## src/rtl/mult_div_unit.sv

```systemverilog
// Iterative multiply/divide unit: MULT/MULTU via shift-add, DIV/DIVU via
// restoring shift-subtract, fixed WIDTH+1 edge latency, result held in HI/LO.
module mult_div_unit #(
  parameter int unsigned WIDTH = 32
) (
  input  logic             clk,
  input  logic             rst_n,
  input  logic             start,
  input  logic [1:0]       op,
  input  logic [WIDTH-1:0] src_a,
  input  logic [WIDTH-1:0] src_b,
  output logic             busy,
  output logic             done,
  output logic [WIDTH-1:0] hi,
  output logic [WIDTH-1:0] lo,
  output logic             div_by_zero
);

  localparam int unsigned CNT_W = (WIDTH > 1) ? $clog2(WIDTH) : 1;
  localparam int unsigned PW    = 2 * WIDTH;

  typedef enum logic [1:0] {
    S_IDLE   = 2'd0,
    S_RUN    = 2'd1,
    S_FINISH = 2'd2
  } state_e;

  state_e             state_q, state_d;
  logic [CNT_W-1:0]   cnt_q, cnt_d;
  logic               is_div_q, is_div_d;
  logic               neg_q, neg_d;         // product / quotient negation
  logic               rem_neg_q, rem_neg_d; // remainder takes dividend sign
  logic               b_zero_q, b_zero_d;
  logic [WIDTH-1:0]   addend_q, addend_d;   // |a| for MUL, |b| for DIV
  logic [WIDTH-1:0]   acc_q, acc_d;         // product high / partial remainder
  logic [WIDTH-1:0]   low_q, low_d;         // multiplier-product low / dividend-quotient
  logic [WIDTH-1:0]   raw_a_q, raw_a_d;
  logic               busy_q, busy_d;
  logic               done_q, done_d;
  logic [WIDTH-1:0]   hi_q, hi_d;
  logic [WIDTH-1:0]   lo_q, lo_d;
  logic               dbz_q, dbz_d;

  logic               a_neg, b_neg;
  logic [WIDTH-1:0]   mag_a, mag_b;
  logic [WIDTH:0]     mul_sum;
  logic [WIDTH:0]     div_shift;
  logic [WIDTH:0]     div_diff;
  logic               div_ge;
  logic [PW-1:0]      prod_raw;
  logic [PW-1:0]      prod_fix;
  logic [WIDTH-1:0]   quo_fix;
  logic [WIDTH-1:0]   rem_fix;

  // Operand magnitudes, single iteration step and final sign correction
  always_comb begin
    a_neg     = op[0] & src_a[WIDTH-1];
    b_neg     = op[0] & src_b[WIDTH-1];
    mag_a     = a_neg ? (~src_a + WIDTH'(1)) : src_a;
    mag_b     = b_neg ? (~src_b + WIDTH'(1)) : src_b;
    mul_sum   = {1'b0, acc_q} + (low_q[0] ? {1'b0, addend_q} : (WIDTH+1)'(0));
    div_shift = {acc_q, low_q[WIDTH-1]};
    div_diff  = div_shift - {1'b0, addend_q};
    div_ge    = ~div_diff[WIDTH];
    prod_raw  = {acc_q, low_q};
    prod_fix  = neg_q ? (~prod_raw + PW'(1)) : prod_raw;
    quo_fix   = neg_q ? (~low_q + WIDTH'(1)) : low_q;
    rem_fix   = rem_neg_q ? (~acc_q + WIDTH'(1)) : acc_q;
  end

  // Next-state and next-register computation for the sequencer
  always_comb begin
    state_d   = state_q;
    cnt_d     = cnt_q;
    is_div_d  = is_div_q;
    neg_d     = neg_q;
    rem_neg_d = rem_neg_q;
    b_zero_d  = b_zero_q;
    addend_d  = addend_q;
    acc_d     = acc_q;
    low_d     = low_q;
    raw_a_d   = raw_a_q;
    busy_d    = busy_q;
    done_d    = 1'b0;
    hi_d      = hi_q;
    lo_d      = lo_q;
    dbz_d     = dbz_q;

    unique case (state_q)
      S_IDLE: begin
        if (start) begin
          state_d   = S_RUN;
          busy_d    = 1'b1;
          cnt_d     = '0;
          is_div_d  = op[1];
          neg_d     = a_neg ^ b_neg;
          rem_neg_d = a_neg;
          b_zero_d  = (src_b == '0);
          addend_d  = op[1] ? mag_b : mag_a;
          low_d     = op[1] ? mag_a : mag_b;
          acc_d     = '0;
          raw_a_d   = src_a;
        end
      end
      S_RUN: begin
        if (is_div_q) begin
          acc_d = div_ge ? div_diff[WIDTH-1:0] : div_shift[WIDTH-1:0];
          low_d = {low_q[WIDTH-2:0], div_ge};
        end else begin
          acc_d = mul_sum[WIDTH:1];
          low_d = {mul_sum[0], low_q[WIDTH-1:1]};
        end
        cnt_d = cnt_q + CNT_W'(1);
        if (cnt_q == CNT_W'(WIDTH - 1)) begin
          state_d = S_FINISH;
        end
      end
      S_FINISH: begin
        state_d = S_IDLE;
        busy_d  = 1'b0;
        done_d  = 1'b1;
        if (is_div_q) begin
          if (b_zero_q) begin
            hi_d  = raw_a_q;
            lo_d  = '1;
            dbz_d = 1'b1;
          end else begin
            hi_d  = rem_fix;
            lo_d  = quo_fix;
            dbz_d = 1'b0;
          end
        end else begin
          hi_d  = prod_fix[PW-1:WIDTH];
          lo_d  = prod_fix[WIDTH-1:0];
          dbz_d = 1'b0;
        end
      end
      default: begin
        state_d = S_IDLE;
        busy_d  = 1'b0;
      end
    endcase
  end

  // State and datapath registers with asynchronous abort on reset
  always_ff @(posedge clk or negedge rst_n) begin
    if (!rst_n) begin
      state_q   <= S_IDLE;
      cnt_q     <= '0;
      is_div_q  <= 1'b0;
      neg_q     <= 1'b0;
      rem_neg_q <= 1'b0;
      b_zero_q  <= 1'b0;
      addend_q  <= '0;
      acc_q     <= '0;
      low_q     <= '0;
      raw_a_q   <= '0;
      busy_q    <= 1'b0;
      done_q    <= 1'b0;
      hi_q      <= '0;
      lo_q      <= '0;
      dbz_q     <= 1'b0;
    end else begin
      state_q   <= state_d;
      cnt_q     <= cnt_d;
      is_div_q  <= is_div_d;
      neg_q     <= neg_d;
      rem_neg_q <= rem_neg_d;
      b_zero_q  <= b_zero_d;
      addend_q  <= addend_d;
      acc_q     <= acc_d;
      low_q     <= low_d;
      raw_a_q   <= raw_a_d;
      busy_q    <= busy_d;
      done_q    <= done_d;
      hi_q      <= hi_d;
      lo_q      <= lo_d;
      dbz_q     <= dbz_d;
    end
  end

  assign busy        = busy_q;
  assign done        = done_q;
  assign hi          = hi_q;
  assign lo          = lo_q;
  assign div_by_zero = dbz_q;

endmodule

```

## config.mk

```make
export PLATFORM = sky130hd
export DESIGN_NAME = mult_div_unit
export DESIGN_NICKNAME = d
export VERILOG_FILES = /design/src/rtl/mult_div_unit.sv
export SDC_FILE = /design/constraint.sdc
export NUM_CORES = 1
export LEC_CHECK = 0
export CORE_ASPECT_RATIO = 1.4
export CORE_MARGIN = 2
export CORE_UTILIZATION = 40
export DETAILED_ROUTE_END_ITERATION = 10
export GPL_TIMING_DRIVEN = 0
export PLACE_DENSITY = 0.65
export SETUP_SLACK_MARGIN = 0.02
export SLEW_MARGIN = 0
export SYNTH_ARGS = -nofsm -noshare
export SYNTH_HDL_FRONTEND = slang
export SYNTH_SLANG_ARGS = --single-unit
```

## constraint.sdc

```tcl
create_clock -name clk -period 4.4 [get_ports clk]
set_input_delay 0.44 -clock clk [delete_from_list [all_inputs] [get_ports clk]]
set_output_delay 0.44 -clock clk [all_outputs]
set_load 0.02 [all_outputs]
```

==> impl_results.md <==
* Initial antenna violation count at 1
* Ys flop type: dfrtp_1
* GRT Residual Overflow at 0
* Pwr per Cell Area at 775 mW/mm²
* CTS H-tree lvls at 1
* Die area at 0.0428 mm²
* Sequential cell area at approximately 0.0052 mm²
* Starting Density at 0.407
* Slew Limit Fails at 0
* Final Power at 15000 µW
* CP max FO at 10
* Largest net degree at the start of global routing at 114
* Synth area leader: dfrtp_1
* Status: completed
* Post-Layout Cell Count at about 2800
* Worst skew pair latency at roughly 0.54 ns
* Post-synth top area share at 0.313
* Setup-failing EPs final at 0
* RSZ-0062 raised after global routing: no
* Number of max-cap violations at 0
* Post-route ant nets at 0
* Overall Global Routing Usage at 0.304
* Pleak at 0.00790 µW
* CTS root buf: clkbuf_16
* Core Area at between 0.04 and 0.05 mm²
* Multi-input logic area at 0.0106 mm²
* Layout filler cell count at ~4000
* TritonCTS clock tree: built
* DRT Pass-1 Iters at 6
* ANT cells at 0
* Reg2Reg Capture Point: acc_q[15]$_DFFE_PN0P_
* R2R setup slack at between 0.2 and 0.25 ns
* Final Hold Violating Endpoints at 0
* DRC viols at 0
* Drt wl/cell at 23.7 µm
* Avg Inst Size Synth at 7.97 µm²
* GPL Wtd Cong at 1.01
* IO Count at 136
* Layout cell share with drive strength beyond 1 at 0.0570
* R2R cell count at 14
* Mapped Nets at about 2200
* Worst VDD drop at 0.000306 V
* FF+latch count, synth at 206
* Final worst path period share at 0.951
* Die height at 244 µm
* Clock sinks at around 210
* Slew @ Worst Pin at ~1.1 ns
* Final TNS setup at 0 ns
* Synthesis-to-layout area growth at 17.7%
* Synthesized area at 0.0165 mm²
* Hold Path Class: register to register
* HP Start: hi[14]$_DFFE_PN0P_
* Initial DRC count at 1331
* Largest cells by area after synthesis: dfrtp_1 (31%), a21oi_1 (6.6%), o21ai_0 (5.8%)
* Worst Path Class, Setup: register to register
* FFs w/ async S/R, synth at 1.00
* Hold endpoint: hi[14]$_DFFE_PN0P_
* WP data required at 4.84 ns
* Hpwl dp at 52300 µm
* Vias in the first global route at ~17000
* Number of CTS-inserted buffers at 23
* FF-to-FF Start: low_q[31]$_DFFE_PN0P_
* Hold Path Cell Cnt at 2
* Max clock buf depth at 3
* Nets at 2370
* DRT Wirelength at approximately 66000 µm
* Via count at 16203
* Distinct cells, synth at between 70 and 80
* Max frequency at 239 MHz
* Most frequent cell after synthesis: nor2_1
* Global-route wire length before repair at 99200 µm
* Die X-Extent at 175 µm
* Min Clock Period, post-route at around 4.2 ns
* Post-DR vias/cell at around 5.8
* Cell count after synthesis at 2066
* Top cells by count, synth: nor2_1 (227), nand2_1 (225), a21oi_1 (217), dfrtp_1 (206), o21ai_0 (192)
* Critical Path End Type: register
* Row count at just under 90
* Critical Path Start Type: register
* CP arrival at about 4.6 ns
* Placed Cells at 2736
* Seq/Total Area, Yosys at 0.313
* Max-Slew Margin vs Limit at 0.247
* Clk slew on worst S/H paths at 0.07 ns
* Yosys warns at 0
* Worst Skew at 0.0155 ns
* Buffers on Ports at 135
* Post-synth EDFFs at 0
-- through the flow --
step,hold slack [ns],setup WS (ns),instance area [µm²],util
final,0.477,0.214,19400,0.479
after global routing,0.514,0.0590,19400,0.479
after CTS,0.480,0.0257,19300,0.477
after detailed placement,0.465,-0.702,18500,0.457
after global placement,0.462,-6.14,18500,0.456
after floorplan,0.144,1.09,16500,-
-- placed cells by master, fill, tap and decap left out, types with 24 or more instances in the layout --
master | synthesis | final
clkdlybuf4s50_1 | 0 | 134
a21o_1 | 29 | 29
nor3_1 | 27 | 26
nand2_1 | 225 | 224
xnor2_1 | 100 | 99
mux2_2 | 37 | 37
or3_1 | 24 | 24
o21ai_0 | 192 | 192
clkbuf_1 | 112 | 111
nand3_1 | 31 | 31
ha_1 | 70 | 70
nor2_1 | 227 | 227
a21oi_1 | 217 | 215
dfrtp_1 | 206 | 204
mux2i_1 | 72 | 72
inv_1 | 66 | 65
nand2b_1 | 25 | 25
xor2_1 | 94 | 94
-- where the power goes --
part	internal (µW)	leakage, µW	switching, µW	total (µW)
sequential	2580	0.00246	803	3380
combinational	3760	0.00508	5900	9660
clock	1130	0.000369	852	1990
total	7470	0.00790	7560	15000
-- repair_timing --
action | in CTS | in global routing
endpoints found under the hold margin | 93 | 0
pin swaps | 1 | 1
gates resized for setup | 9 | 15
setup buffers | 1 | 0
endpoints found under the setup margin | 48 | 25
hold buffers | 1 | 0
-- critical path, cell delays in order (launching register included) --
cell       delay (ns)
dfrtp_2          0.46
inv_1            0.18
ha_1             0.25
fa_1             0.40
nand2b_1         0.24
a21oi_4          0.22
o2111ai_2        0.22
o21a_1           0.30
a31oi_4          0.32
a41oi_1          0.27
xnor2_2          0.28
buf_6            0.22
buf_4            0.29
nand2_2          0.18
o221ai_1         0.25
-- routing by layer --
layer / vias to the layer above / wire length [µm] / global-route usage
met1: 7815 / 24600 / 0.339
li1: 7600 / - / -
met3: 198 / 3240 / 0.0322
met5: - / 19 / 0
met4: 2 / 5020 / 0.205
met2: 588 / 32800 / 0.542
-- final cells by class --
class                   count  share of cell area
clock inverters            12             0.00671
well taps                 534              0.0345
plain buffers             135              0.0281
clock buffers              28              0.0322
repair buffers            138              0.0723
flip-flops and latches    206               0.266
inverters                  66              0.0130
multi-input cells        1659               0.547
-- flip-flops by register name, summed over array words and instances, names as in the netlist --
name,flops
acc_q,32
addend_q,32
hi,32
lo,32
low_q,32
raw_a_q,32
cnt_q,5
state_q,2
b_zero_q,1
busy,1
div_by_zero,1
done,1
is_div_q,1
neg_q,1
rem_neg_q,1
-- logic make-up (layout without fill, tap and decap cells) --
group | after synthesis | after routing | synth area share
flops | 206 | 206 | 0.313
mux | 109 | 109 | 0.0691
buf+inv | 201 | 379 | 0.0474
fa+ha+maj | 72 | 72 | 0.0556
xor+xnor | 194 | 194 | 0.103
simple gates | 661 | 661 | 0.187
compound gates | 623 | 623 | 0.225
-- worst max path at each step --
stage	startpoint	endpoint	slack (ns)	cells past startpoint
3_3_place_gp	rst_n	acc_q[5]$_DFFE_PN0P_	-6.14	1
6_report	low_q[31]$_DFFE_PN0P_	acc_q[15]$_DFFE_PN0P_	0.21	14
4_1_cts	low_q[0]$_DFFE_PN0P_	acc_q[27]$_DFFE_PN0P_	0.03	14
5_1_grt	low_q[31]$_DFFE_PN0P_	acc_q[0]$_DFFE_PN0P_	0.06	15
3_5_place_dp	low_q[31]$_DFFE_PN0P_	acc_q[28]$_DFFE_PN0P_	-0.70	14
2_1_floorplan	low_q[31]$_DFFE_PN0P_	acc_q[4]$_DFFE_PN0P_	1.09	14
(Power assumes the default switching activity.)
